`src/rtl/vector_loader_pkg.sv`:
```
// Shared vector-machine definitions.
//   VM_WORD_SIZE : default element / stream width
//   VM_ADDR_W    : default per-bank memory address width
//   vl_state_e   : loader FSM state encoding
package vector_loader_pkg;

  localparam int unsigned VM_WORD_SIZE = 24;
  localparam int unsigned VM_ADDR_W    = 9;

  typedef enum logic [1:0] {
    IDLE   = 2'd0,
    LOAD_A = 2'd1,
    LOAD_B = 2'd2,
    FIRE   = 2'd3
  } vl_state_e;

endpackage

```
`src/rtl/vl_wr_port.sv`:
```
// Registered write-port driver for one memory bank.
//   clk, rst        : clock, asynchronous active-low reset
//   en_in           : write this cycle's addr_in/data_in on the next cycle
//   addr_in/data_in : address and data to register
//   wr_en           : one-cycle write strobe
//   wr_addr/wr_data : registered bus, holds its last value when wr_en is low
module vl_wr_port
  import vector_loader_pkg::*;
#(
  parameter int unsigned word_size = VM_WORD_SIZE,
  parameter int unsigned ADDR_W    = VM_ADDR_W
) (
  input  logic                 clk,
  input  logic                 rst,
  input  logic                 en_in,
  input  logic [ADDR_W-1:0]    addr_in,
  input  logic [word_size-1:0] data_in,
  output logic                 wr_en,
  output logic [ADDR_W-1:0]    wr_addr,
  output logic [word_size-1:0] wr_data
);

  logic                 en_q, en_d;
  logic [ADDR_W-1:0]    addr_q, addr_d;
  logic [word_size-1:0] data_q, data_d;

  always_comb begin
    en_d   = en_in;
    addr_d = en_in ? addr_in : addr_q;
    data_d = en_in ? data_in : data_q;
  end

  always_ff @(posedge clk or negedge rst) begin
    if (!rst) begin
      en_q   <= 1'b0;
      addr_q <= '0;
      data_q <= '0;
    end else begin
      en_q   <= en_d;
      addr_q <= addr_d;
      data_q <= data_d;
    end
  end

  assign wr_en   = en_q;
  assign wr_addr = addr_q;
  assign wr_data = data_q;

endmodule

```
`src/rtl/vector_loader.sv`:
```
// Operand-memory writer: streams 2*VEC_LEN words into bank 1 then bank 2,
// then pulses start to the control unit.
//   clk, rst            : clock, asynchronous active-low reset
//   load_req            : begin a load (honoured only in IDLE)
//   in_data/in_valid    : stream input, in_ready accepts a beat
//   wr_en1/addr1/data1  : bank-1 write port (registered)
//   wr_en2/addr2/data2  : bank-2 write port (registered)
//   busy                : state is not IDLE
//   start               : one-cycle pulse, both vectors written
//   err                 : one-cycle pulse, load_req ignored while busy
module vector_loader
  import vector_loader_pkg::*;
#(
  parameter int unsigned word_size = VM_WORD_SIZE,
  parameter int unsigned ADDR_W    = VM_ADDR_W,
  parameter int unsigned VEC_LEN   = 256
) (
  input  logic                 clk,
  input  logic                 rst,
  input  logic                 load_req,
  input  logic [word_size-1:0] in_data,
  input  logic                 in_valid,
  output logic                 in_ready,
  output logic                 wr_en1,
  output logic [ADDR_W-1:0]    wr_addr1,
  output logic [word_size-1:0] wr_data1,
  output logic                 wr_en2,
  output logic [ADDR_W-1:0]    wr_addr2,
  output logic [word_size-1:0] wr_data2,
  output logic                 busy,
  output logic                 start,
  output logic                 err
);

  // One extra counter bit so VEC_LEN == 2**ADDR_W is representable.
  localparam logic [ADDR_W:0] LAST = (ADDR_W+1)'(VEC_LEN - 1);

  vl_state_e       state_q, state_d;
  logic [ADDR_W:0] cnt_q, cnt_d;
  logic            start_q, start_d;
  logic            err_q, err_d;
  logic            beat;

  assign in_ready = (state_q == LOAD_A) || (state_q == LOAD_B);
  assign beat     = in_valid && in_ready;
  assign busy     = (state_q != IDLE);
  assign start    = start_q;
  assign err      = err_q;

  // FIRE lasts two cycles: the first carries the final bank-2 write, the
  // second raises start, so busy and start drop together on return to IDLE.
  always_comb begin
    state_d = state_q;
    cnt_d   = cnt_q;
    start_d = 1'b0;
    err_d   = load_req && (state_q != IDLE);
    case (state_q)
      IDLE: begin
        if (load_req) begin
          state_d = LOAD_A;
          cnt_d   = '0;
        end
      end
      LOAD_A, LOAD_B: begin
        if (beat) begin
          if (cnt_q == LAST) begin
            state_d = (state_q == LOAD_A) ? LOAD_B : FIRE;
            cnt_d   = '0;
          end else begin
            cnt_d = cnt_q + (ADDR_W+1)'(1);
          end
        end
      end
      FIRE: begin
        if (!start_q) start_d = 1'b1;
        else          state_d = IDLE;
      end
      default: state_d = IDLE;
    endcase
  end

  always_ff @(posedge clk or negedge rst) begin
    if (!rst) begin
      state_q <= IDLE;
      cnt_q   <= '0;
      start_q <= 1'b0;
      err_q   <= 1'b0;
    end else begin
      state_q <= state_d;
      cnt_q   <= cnt_d;
      start_q <= start_d;
      err_q   <= err_d;
    end
  end

  vl_wr_port #(.word_size(word_size), .ADDR_W(ADDR_W)) u_port1 (
    .clk     (clk),
    .rst     (rst),
    .en_in   (beat && (state_q == LOAD_A)),
    .addr_in (cnt_q[ADDR_W-1:0]),
    .data_in (in_data),
    .wr_en   (wr_en1),
    .wr_addr (wr_addr1),
    .wr_data (wr_data1)
  );

  vl_wr_port #(.word_size(word_size), .ADDR_W(ADDR_W)) u_port2 (
    .clk     (clk),
    .rst     (rst),
    .en_in   (beat && (state_q == LOAD_B)),
    .addr_in (cnt_q[ADDR_W-1:0]),
    .data_in (in_data),
    .wr_en   (wr_en2),
    .wr_addr (wr_addr2),
    .wr_data (wr_data2)
  );

endmodule

```
`config.mk`:
```
export PLATFORM = sky130hd
export DESIGN_NAME = vector_loader
export DESIGN_NICKNAME = d
export VERILOG_FILES = /design/src/rtl/vector_loader_pkg.sv /design/src/rtl/vl_wr_port.sv /design/src/rtl/vector_loader.sv
export SDC_FILE = /design/constraint.sdc
export NUM_CORES = 1
export LEC_CHECK = 0
export CAP_MARGIN = 40
export CORE_ASPECT_RATIO = 0.5
export CORE_MARGIN = 4
export CORE_UTILIZATION = 42
export CTS_BUF_LIST = sky130_fd_sc_hd__clkbuf_16
export CTS_CLUSTER_SIZE = 20
export DETAILED_ROUTE_END_ITERATION = 6
export GPL_TIMING_DRIVEN = 0
export PLACE_DENSITY_LB_ADDON = 0.25
export SLEW_MARGIN = 30
export SYNTH_ARGS = -nofsm -noshare
export SYNTH_HDL_FRONTEND = slang
export SYNTH_SLANG_ARGS = --single-unit
export TNS_END_PERCENT = 10
```
`constraint.sdc`:
```
create_clock -name clk -period 1.83 [get_ports clk]
set_clock_uncertainty 0.2 [all_clocks]
set_input_delay 0.183 -clock clk [delete_from_list [all_inputs] [get_ports clk]]
set_output_delay 0.183 -clock clk [all_outputs]
set_load 0.01 [all_outputs]
```
==> Word-level counts from Yosys, hierarchy flattened <==
Index checks and enable logic that the tools add are counted.
{ "word_totals": {"ff_bits": 82, "inputBits": 28, "output_inout_bits": 72, "word_cells": 42} }
{ "classes": {"n_addsub": 1, "n_eq_ne": 8, "mux": 12, "reduce_logical": 11} }
{ "op_table": {"columns": ["cell", "count"], "rows": [
  ["two-way mux 10 bit", 3],
  ["one-hot mux 10 bit (2 select lines)", 1],
  ["adder 10 x 1 -> 10 bit (second input constant)", 1],
  ["== test 10 x 8 -> 1 bit (second input constant)", 1],
  ["two-way mux 2 bit", 4],
  ["inequality test 2 bit (second input constant)", 4],
  ["one-hot mux 2 bit (3 select lines)", 1],
  ["== test 2 bit (second input constant)", 2],
  ["logical AND 1 bit", 4],
  ["AND reduction 4 bit", 1],
  ["nonzero test 2 bit", 2],
  ["two-way mux 1 bit", 3],
  ["AND reduction 3 bit", 1],
  ["== test 2 x 1 -> 1 bit (second input constant)", 1],
  ["zero test 2 bit", 1],
  ["OR reduction 2 bit", 1],
  ["logical OR 1 bit", 1]
]} }

==> Depth between registers and ports, before layout <==
{ "logic_depth": {"word_depth": 5, "ltp_mapped": 8, "mapped_depth_nobuf": 6} }

==> By module <==
From an unflattened synthesis, not the netlist that was laid out.
{ "hier_totals": {"cells_unflattened": 224, "area_unflattened_um2": 3648.5} }
{ "by_module_without_submodules": {"columns": ["module", "n_inst", "cells_each", "area_per_inst_um2", "seq_area_each_um2"], "rows": [
  ["vl_wr_port", 2, 71, 1406.3, 850.8],
  ["vector_loader", 1, 82, 835.8, 350.3]
]} }

==> Worst setup path before layout <==
Ideal clock, no wire load.
{ "synth_path": {"path_kind": "register to register", "start": "reg state_q[0]", "end": "reg cnt_q[7]", "setup_time_ns": 0.077, "arrival_time_ns": 1.824, "t_required_ns": 1.553, "setup_slack_ns": -0.272, "stages_incl_launch_ff": 8, "n_path_buf": 1, "synth_period_minus_slack_ns": 2.102, "path_cell_list": "dfrtp_1 inv_1 ha_1 buf_6 nand2b_2 o211ai_1 or4_1 a21oi_1"} }
{ "synth_between": {"elab_chain_cells": 5, "word_cells_on_any_way": 11, "classes_between": "eq/ne: 4; mux: 1; reduce/logical: 6"} }
{ "synth_rtl": {"columns": ["item", "line_no", "text"], "rows": [
  ["start: declaration", "vector_loader.sv:38", "vl_state_e state_q, state_d;"],
  ["start signal: assignment", "vector_loader.sv:89", "state_q <= state_d;"],
  ["== test 2 x 1 -> 1 bit / == test 2 bit (equally long branches)", "vector_loader.sv:44", "assign in_ready = (state_q == LOAD_A) || (state_q == LOAD_B);"],
  ["logical OR 1 bit *", "vector_loader.sv:44", null],
  ["named net in_ready", "vector_loader.sv:23", "output logic in_ready,"],
  ["logical AND 1 bit *", "vector_loader.sv:45", "assign beat = in_valid && in_ready;"],
  ["inequality test 2 bit (no line) *", null, null],
  ["AND reduction 3 bit (no line) *", null, null],
  ["end signal: assignment", "vector_loader.sv:90", "cnt_q <= cnt_d;"],
  ["end: declaration", "vector_loader.sv:39", "logic [ADDR_W:0] cnt_q, cnt_d;"]
]} }
The timed path passes the listed nets; every way through them passes the cells marked *.
A chain may end at the register's enable or synchronous reset.

==> Worst setup path in the final report <==
{ "layout_path": {"start": "reg state_q[0]", "end": "reg cnt_q[7]"} }
{ "layout_between": {"elab_chain_cells": 5, "word_cells_on_any_way": 11, "classes_between": "eq/ne: 4; mux: 1; reduce/logical: 6"} }
{ "layout_rtl": {"columns": ["item", "line_no"], "rows": [
  ["== test 2 x 1 -> 1 bit / == test 2 bit (equally long branches)", "vector_loader.sv:44, vector_loader.sv:57"],
  ["logical OR 1 bit", "vector_loader.sv:44"],
  ["logical AND 1 bit", "vector_loader.sv:45"],
  ["inequality test 2 bit (no line)", null],
  ["AND reduction 3 bit (no line)", null]
]} }
Several ways; a longest one is shown, not always the timed one.

==> flow_metrics.py <==
metrics = {
    "routing": {
        "drt-vias-per-instance": 4.89,
        "wl_per_cell_um": 16.1,
        "first_pass_iters": 4,
        "ant_nets": 0,
        "vias": 2235,
        "drtIter0Drc": 55,
        "post-route-drc-count": 0,
        "wl_mm": 7.35,
    },
    "sta": {
        "setup_viol_count_final": 38,
        "final.min_clock_period_ns": 1.99,
        "relSlewSlack": 0.655,
        "worstMarginPinSlew_ns": 0.512,
        "period_share": 1.09,
        "setup_slack_ns": -0.161,
        "hold_viol_final": 0,
        "whs_ns": 0.154,
        "max_freq_mhz": 502,
        "rsz0062_at_grt": "yes",
        "final_max_slew_viol_count": 0,
    },
    "pwr": {
        "p_switching_mw": 2.64,
        "p_per_area_nw_per_um2": 1720,
        "combPwrFrac": 0.469,
        "swShare": 0.313,
        "ir_worst_vdd_mv": 0.838,
        "cell_internal_pwr_mw": 5.81,
        "finalPower_mw": 8.45,
        "clockPowerShare": 0.182,
        "seqPwrFrac": 0.349,
        "p_leak_nw": 2.16,
    },
    "critical_path": {
        "cp_slowest_cell": "or4_4",
        "reg2reg_slack_ns": -0.16,
        "cp-end-kind": "register",
        "cp_cell_sequence": "inv_2, ha_4, nand2b_4, o211ai_1, buf_4, or4_4, a21oi_2",
        "cp.arrival_ns": 2.05,
        "worstRegToRegCells": 7,
        "cpPeakStageDelay_ns": 0.42,
        "criticalPathCategory": "reg -> reg",
        "cp_max_fo": 6,
        "start_kind": "register",
        "cp.required_ns": 1.89,
    },
    "placed_design": {
        "place_hpwl_mm": 5.25,
        "placed_cells": 432,
        "place.gp.congestion": 0.856,
        "portBuffers": 99,
    },
    "clock_network": {
        "htreeDepth": 3,
        "clockRootBuffer": "clkbuf_16",
        "cts_sinks": 82,
        "cts.clk_slew.worst_paths_ns": 0.06,
        "clock_latency_ns": 0.33,
        "numCtsBuffers": 9,
        "cts_tree": "yes",
        "ctsLongestPathBuffers": 2,
    },
    "logic_synthesis": {
        "ys_ff_latch": 82,
        "synth_top_area_frac": 0.616,
        "netlist_area_um2": 3330,
        "ys_warn_count": 0,
        "ys_types": 34,
        "synth.net_count": 257,
        "syn_avg_cell_area_um2": 14.9,
        "synth.area.top_cells": "dfrtp_1, mux2_2, ha_1, xnor2_1, nor2b_1",
        "ys_seq_area_frac": 0.616,
        "synth_top_area_cell": "dfrtp_1",
        "syn_inst": 224,
    },
    "floorplanning": {
        "io_pins": 100,
        "die_y_um": 71.0,
        "die_w_um": 134,
        "start_util": 0.443,
        "coreArea_um2": 7510,
        "rows": 22,
        "die_area_um2": 9500,
    },
    "cells_and_area": {
        "mostFrequentLayoutCells": "clkdlybuf4s50_1, dfrtp_1, mux2_2",
        "area_growth_pct": 47.2,
        "fillers": 572,
        "stdcell_count": 457,
        "antennaDiodeCount": 0,
        "fin_nets": 377,
        "layout_commonest_cell": "clkdlybuf4s50_1",
        "drive_gt1_frac": 0.355,
    },
    "status": {
        "status": "finished, violations left",
        "violations": "setup timing",
    },
    "global_route": {
        "overflow": 0,
        "grt_usage": 0.164,
        "grt_pass1_vias": 2376,
        "antenna_found_initial": 0,
        "grt_pass1_wl_mm": 12.0,
        "grt_max_degree": 47,
    },
    "flow_run": {
        "cap_violations": 0,
    },
    "worst_hold_path": {
        "hp-class": "in -> async",
    },
}
==> routing by layer <==
metal	vias up	track usage	part of all wire
met2	50	0.293	0.53
met4	0	0.0650	0.014
met3	10	0.0476	0.051
li1	1031	-	-
met5	-	0	0
met1	1144	0.187	0.40
==> logic make-up (layout without fill, tap and decap cells) <==
logic type                 Yosys count  in the layout  share of synthesized area
muxes                               70             70                      0.236
adders and majority gates            5              5                     0.0188
and+or+nand+nor                     33             33                     0.0613
xor gates and xnor gates             4              4                     0.0105
DFF                                 82             82                      0.616
buffers and inverters               16            141                     0.0259
AOI/OAI and AO/OA                   14             14                     0.0312
==> power by group through the flow <==
stage	clock, mW	combinational (mW)	sequential, mW
6_report	1.54	3.96	2.95
5_1_grt	1.67	4.25	3.06
4_1_cts	1.58	3.82	2.96
3_5_place_dp	0	3.71	2.99
3_3_place_gp	0	3.62	2.94
2_1_floorplan	0	1.57	3.25
==> synth_stat cells, drive strengths merged <==
cell type	count
a21boi	1
a21oi	3
a22o	2
a41o	1
and2b	1
and4	1
buf	7
clkbuf	3
dfrtp	82
ha	5
inv	6
mux2	68
mux2i	2
nand2	6
nand2b	2
nand3	3
nand4	2
nor2	5
nor2b	4
nor3	2
nor3b	1
nor4	2
nor4b	1
o211ai	2
o21ai	1
o21bai	1
o31ai	3
or4	3
xnor2	4
==> layout make-up <==
cell class              count  area, um^2  share of cell area
plain buffers               9        88.8              0.0181
well taps                 108         135              0.0276
multi-input cells         126        1260               0.258
clock buffers               9         225              0.0460
clock inverters             7        28.8             0.00587
flip-flops and latches     82        2060               0.420
inverters                   6        22.5             0.00460
repair buffers            110        1080               0.220
==> worst max-delay path: cells and delay by family (launching register included) <==
family                   cells  cell delay (ns)
AND/OR/NAND/NOR              2             0.49
flip-flops                   1             0.41
buffers and inverters        2             0.30
AO/OA/AOI/OAI                2             0.29
adder cells (fa/ha/maj)      1             0.23
==> registers in the layout (all words and copies together) (netlist names) <==
name	cells
u_port1.wr_data	24
u_port2.wr_data	24
cnt_q	10
u_port1.wr_addr	9
u_port2.wr_addr	9
state_q	2
err	1
start	1
u_port1.wr_en	1
u_port2.wr_en	1
==> timing repair <==
action,4_1_cts,5_1_grt
gates resized for setup,14,20
buffers inserted,3,6
setup endpoints to repair,72,59
pin swaps,2,6
endpoints found under the hold margin,36,0
hold buffers,1,0
==> per-stage QoR <==
step / area (um^2) / util / worst slack, ns / TNS (ns)
floorplan: 3350 / - / -0.0465 / -1.16
global placement: 4480 / 0.596 / -2.31 / -206.16
detailed placement: 4490 / 0.598 / -0.390 / -18.92
CTS: 4820 / 0.641 / -0.156 / -2.69
global route: 4900 / 0.652 / -0.224 / -5.66
finish: 4900 / 0.652 / -0.161 / -2.33
==> worst paths after layout <==
path / from / to
max: state_q[0] / cnt_q[7]
min: rst / err
max reg2reg: state_q[0] / cnt_q[7]
min reg2reg: start / start
max in group asynchronous: rst / cnt_q[2]
min in group clk: start / start
No activity file was read; power rests on OpenSTA's default activity.
